--- src/rtl/neuron_integrator.sv ---
// ---------------------------------------------------------------------------
// neuron_integrator
//
// Leaky integrate-and-fire neuron. Each tick starts on tick_start, accepts a
// stream of signed 8-bit synapse values over a valid/ready handshake until
// syn_last, then applies one leak step and decides whether to fire.
//
// Ports
//    clk         in   sole clock, rising edge
//    rst         in   asynchronous, active-low reset
//    tick_start  in   begin a tick (honoured only in IDLE)
//    synapse_in  in   [7:0] two's-complement synapse value
//    syn_valid   in   synapse_in valid
//    syn_last    in   with syn_valid, final synapse of the tick
//    syn_ready   out  high only while integrating
//    spike       out  one-cycle pulse, neuron fired this tick
//    tick_done   out  one-cycle pulse, tick complete
//    potential   out  [POT_WIDTH-1:0] signed membrane potential
//
// Build option
//    REFRACTORY_EN  when defined, REFRACTORY_TICKS ticks after a spike accept
//                   synapses but hold the potential and cannot fire.
//
// state        | meaning
// -------------+---------------------------------------------------------
// ST_IDLE      | waiting for tick_start
// ST_INTEGRATE | syn_ready high, accumulating synapses until syn_last
// ST_LEAK      | subtract LEAK (saturating), clamp to FLOOR
// ST_FIRE      | compare against THRESHOLD, pulse spike / tick_done
// ---------------------------------------------------------------------------
module neuron_integrator #(
   parameter int                          POT_WIDTH        = 16,
   parameter logic signed [POT_WIDTH-1:0] THRESHOLD        = 16'sd10,
   parameter logic signed [POT_WIDTH-1:0] LEAK             = 16'sd1,
   parameter logic signed [POT_WIDTH-1:0] RESET_POTENTIAL  = 16'sd0,
   parameter logic signed [POT_WIDTH-1:0] FLOOR            = -16'sd16,
   parameter int                          REFRACTORY_TICKS = 2
) (
   input  logic                        clk,
   input  logic                        rst,
   input  logic                        tick_start,
   input  logic [7:0]                  synapse_in,
   input  logic                        syn_valid,
   input  logic                        syn_last,
   output logic                        syn_ready,
   output logic                        spike,
   output logic                        tick_done,
   output logic signed [POT_WIDTH-1:0] potential
);

   typedef enum logic [1:0] {
      ST_IDLE      = 2'd0,
      ST_INTEGRATE = 2'd1,
      ST_LEAK      = 2'd2,
      ST_FIRE      = 2'd3
   } state_t;

   localparam logic signed [POT_WIDTH-1:0] POT_MAX = {1'b0, {(POT_WIDTH-1){1'b1}}};
   localparam logic signed [POT_WIDTH-1:0] POT_MIN = {1'b1, {(POT_WIDTH-1){1'b0}}};

   state_t                      state;
   logic                        refr_active;
   logic signed [POT_WIDTH:0]   add_ext;
   logic signed [POT_WIDTH:0]   sub_ext;
   logic signed [POT_WIDTH-1:0] add_sat;
   logic signed [POT_WIDTH-1:0] leak_sat;
   logic signed [POT_WIDTH-1:0] leak_val;

   // One guard bit: the two top bits disagree exactly when the result
   // left the signed POT_WIDTH range.
   function automatic logic signed [POT_WIDTH-1:0] sat(input logic signed [POT_WIDTH:0] v);
      if (v[POT_WIDTH] != v[POT_WIDTH-1])
         return v[POT_WIDTH] ? POT_MIN : POT_MAX;
      return v[POT_WIDTH-1:0];
   endfunction

   always_comb begin
      add_ext  = {potential[POT_WIDTH-1], potential}
               + {{(POT_WIDTH-7){synapse_in[7]}}, synapse_in};
      sub_ext  = {potential[POT_WIDTH-1], potential} - {LEAK[POT_WIDTH-1], LEAK};
      add_sat  = sat(add_ext);
      leak_sat = sat(sub_ext);
      leak_val = (leak_sat < FLOOR) ? FLOOR : leak_sat;
   end

   always_ff @(posedge clk or negedge rst) begin
      if (!rst) begin
         state     <= ST_IDLE;
         potential <= RESET_POTENTIAL;
         spike     <= 1'b0;
         tick_done <= 1'b0;
         syn_ready <= 1'b0;
      end else begin
         spike     <= 1'b0;
         tick_done <= 1'b0;
         case (state)
            ST_IDLE: begin
               if (tick_start) begin
                  state     <= ST_INTEGRATE;
                  syn_ready <= 1'b1;
               end
            end
            ST_INTEGRATE: begin
               // syn_ready is registered high for the whole state, so
               // syn_valid alone identifies a transfer here.
               if (syn_valid) begin
                  if (!refr_active)
                     potential <= add_sat;
                  if (syn_last) begin
                     syn_ready <= 1'b0;
                     state     <= ST_LEAK;
                  end
               end
            end
            ST_LEAK: begin
               if (!refr_active)
                  potential <= leak_val;
               state <= ST_FIRE;
            end
            ST_FIRE: begin
               tick_done <= 1'b1;
               state     <= ST_IDLE;
               if (!refr_active && (potential >= THRESHOLD)) begin
                  spike     <= 1'b1;
                  potential <= RESET_POTENTIAL;
               end
            end
            default: begin
               state     <= ST_IDLE;
               syn_ready <= 1'b0;
            end
         endcase
      end
   end

`ifdef REFRACTORY_EN
   localparam int REFR_W = (REFRACTORY_TICKS > 1) ? $clog2(REFRACTORY_TICKS + 1) : 1;
   localparam logic [REFR_W-1:0] REFR_LOAD = REFR_W'(REFRACTORY_TICKS);

   logic [REFR_W-1:0] refr_cnt;

   // Counter is stable for the whole tick; it only moves in ST_FIRE, so
   // every stage of a suppressed tick sees the same refr_active.
   always_ff @(posedge clk or negedge rst) begin
      if (!rst) begin
         refr_cnt <= '0;
      end else if (state == ST_FIRE) begin
         if (refr_cnt != '0)
            refr_cnt <= refr_cnt - REFR_W'(1);
         else if (potential >= THRESHOLD)
            refr_cnt <= REFR_LOAD;
      end
   end

   assign refr_active = (refr_cnt != '0);
`else
   logic unused_refr;

   // REFRACTORY_TICKS stays on the interface so both builds share one
   // parameter list; it has no effect here.
   assign unused_refr = (REFRACTORY_TICKS != 0);
   assign refr_active = 1'b0;
`endif

endmodule

--- config.mk ---
export PLATFORM = sky130hd
export DESIGN_NAME = neuron_integrator
export DESIGN_NICKNAME = d
export VERILOG_FILES = /design/src/rtl/neuron_integrator.sv
export SDC_FILE = /design/constraint.sdc
export NUM_CORES = 1
export LEC_CHECK = 0
export ABC_AREA = 1
export CAP_MARGIN = 10
export CORE_MARGIN = 2
export CORE_UTILIZATION = 45
export CTS_CLUSTER_DIAMETER = 150
export DETAILED_ROUTE_END_ITERATION = 10
export GPL_TIMING_DRIVEN = 1
export PLACE_DENSITY = 0.66
export SLEW_MARGIN = 15
export SYNTH_ARGS = -nofsm -noshare
export SYNTH_HDL_FRONTEND = slang
export SYNTH_SLANG_ARGS = --single-unit
--- constraint.sdc ---
create_clock -name clk -period 5.2 [get_ports clk]
set_input_delay 1.04 -clock clk [delete_from_list [all_inputs] [get_ports clk]]
set_output_delay 1.04 -clock clk [all_outputs]
set_load 0.02 [all_outputs]
==> run summary <==
Status -> completed
Syn Nets -> 500
Vias in the first global route -> 2481
Combinational share of power -> 77.4%
Worst Reg-to-Reg Cells -> 19
Worst EP required -> 5390 ps
Final Hold Vio Count -> 0
CP Class -> in -> reg
Worst Setup EP -> potential[1]
Core Util, Final -> 53.00%
Site Rows -> 28
FF-to-FF setup slack -> 2040 ps
CP endpoint kind -> register
Final setup violation count -> 0
Clk pwr share -> 4.8%
Worst Hold Margin -> 567.3 ps
Fraction of registers with async set/reset -> 100.0%
Clock Sink Count -> 21
DR WL/cell -> 12.52 um
FMAX -> 309.3 MHz
Number of diodes -> 0
EDFF count, synth -> 0
Register area share after synthesis -> 19.27%
Power Dens Cells -> 748.2 nW/um^2
Internal power -> 997.1 uW
Initial DRC Count -> 143
Register area -> 525.5 um^2
RR Endpoint -> potential[14]
Vias per cell -> 5.004
Most frequent cells in the layout -> nand2_1 (143), nor2_1 (85), inv_1 (61), nand3_1 (42), clkdlybuf4s50_1 (31)
Core ar. -> 5886 um^2
First-pass GRT wire length -> 11690 um
DP Worst Slack -> 1721 ps
Worst setup SP type -> input pin
Worst Max-Slew Pin Slew -> 1011 ps
Yosys synthesis warning count -> 0
Area Overhead vs Synth -> 14.41%
Final setup TNS -> 0 ps
# IOs -> 32
Final Instance Count excl. Fillers -> 565
Sw frac -> 57.28%
H-tree depth -> 1
Die area -> 6697 um^2
GRT Util Overall -> 22.39%
Inst Count DP -> 561
Routed Antenna Nets -> 0
Initial Util -> 46.32%
Drt first pass iters -> 6
Yosys reg bits -> 21
Final net count -> 528
Leak -> 0.001700 uW
Pin count of the biggest net entering global routing -> 27
TritonCTS Buffers -> 3
Fraction of layout cells with a size suffix above 1 -> 5.714%
Final-layout fill cell count -> 626
Clock transition at path regs -> 80 ps
CTS Hold Bufs -> 0
Maxcap violations -> 0
Final Cycle Share -> 62.17%
Synth cell types -> 34
Drt total wl -> 7073 um
Die Y -> 81.84 um
Setup crit start -> synapse_in[7]
DR DRC count -> 0
Fin crit period -> 3233 ps
Maximum VDD drop -> 0.3678 mV
Max FO, Critical Path -> 12
Avg Cell Area, Syn -> 5.888 um^2
Antenna violations before repair -> 0
Clock skew -> 1.903 ps
Critical path arrival -> 3420 ps
Seq pwr share -> 17.8%
Clock root cell -> clkbuf_8
Bufs on Longest Clock Path -> 2
Total net switching power -> 1337 uW
HP Class -> reg -> reg
Post-CTS setup buffer count -> 0
Clk Latency, worst-skew pair -> 260 ps
Multi-input logic area -> 1907 um^2
Final setup margin -> 1967 ps
RSZ-0062 raised after global routing -> no
Most common cell after layout, fill and taps aside -> nand2_1
Slew Limit Fails -> 0
Final GP Congestion -> 0.9064
Buffers on Ports -> 31
Die extent in x -> 81.84 um
Synthesized cell area -> 2726 um^2
Most used DFF post-synth -> dfrtp_1
CTS tree -> yes
Max-Slew Margin vs Limit -> 32.38%
Cell count after synthesis -> 463
Worst R2R Start -> potential[1]
Post-CTS Resized -> 0
Vias -> 2827
Grt ovf -> 0
DP HPWL -> 5730 um
how the worst min path moves through the flow:
stage	from	to	slack, ps	cells after the start
finish	syn_ready	syn_ready	570	1
floorplan	state[1]	state[1]	580	2
CTS	syn_ready	syn_ready	570	1
global route	syn_ready	syn_ready	600	1
global placement	syn_ready	syn_ready	540	1
detailed placement	syn_ready	syn_ready	560	1
sequential cells by signal, summed over array words and instances (netlist names):
name	cells
syn_ready	1
state	2
spike	1
potential	16
tick_done	1
cells in the mapped netlist, types with 2 or more instances:
cell | count | area share (%)
nand3_2 | 3 | 1.1
buf_4 | 3 | 0.83
nand2_2 | 9 | 2.1
o21bai_1 | 2 | 0.55
clkbuf_1 | 2 | 0.28
and2_1 | 2 | 0.46
a21oi_1 | 15 | 2.8
buf_6 | 2 | 0.83
xnor2_1 | 6 | 1.9
a21oi_2 | 3 | 0.96
nand3_1 | 42 | 7.7
nand4_1 | 3 | 0.69
nor2_2 | 5 | 1.1
nor3_1 | 2 | 0.37
inv_1 | 61 | 8.4
dfrtp_1 | 21 | 19
nor2_1 | 85 | 12
nand2_1 | 143 | 20
o21ai_0 | 6 | 1.1
xor2_1 | 12 | 3.9
ha_1 | 23 | 11
stage by stage:
step,power [uW],instance area [um^2]
after floorplan,1766,2726
after global placement,2204,3073
after detailed placement,2219,3073
after CTS,2344,3119
after global routing,2603,3119
final,2334,3119
power by group through the flow:
stage / Clock, uW / Sequential (uW) / Combinational, uW
global placement: 0 / 419 / 1790
CTS: 116 / 417 / 1810
detailed placement: 0 / 421 / 1800
finish: 113 / 414 / 1810
global route: 122 / 428 / 2050
floorplan: 0 / 453 / 1310
metal layers:
layer	up-vias	GRT usage (%)	part of all wire, %
li1	1498	-	-
met1	1265	31.70	49
met2	62	37.72	46
met3	2	2.857	4.3
met4	0	2.000	0.34
met5	-	0	0
logic make-up after synthesis:
logic type	after synthesis	synth area share [%]
AOI/OAI and AO/OA	30	6.563
xor gates and xnor gates	18	5.782
adders and majority gates	24	11.29
buffers and inverters	71	10.78
DFF	21	19.27
and+or+nand+nor	299	46.31
critical path, cell delays in order:
cell and delay (ps):
clkdlybuf4s50_1 610, ha_1 440, a21oi_1 220, nand2_1 100, a21oi_1 210, nand2_1 110, nand2_1 80, nand2_2 60
nand2_2 70, nand2_2 150, inv_1 120, nand2_1 60, a21oi_1 140
cell type report:
cell class                 count  share of cell area (%)
clock inverter                 1                  0.1604
clock buffer                   3                   1.324
tap                           75                   3.008
sequential                    21                   16.85
multi-input combinational    371                   61.13
inverter                      63                   7.581
timing repair buffer          31                   9.948
Power figures use the tool's default switching activity.
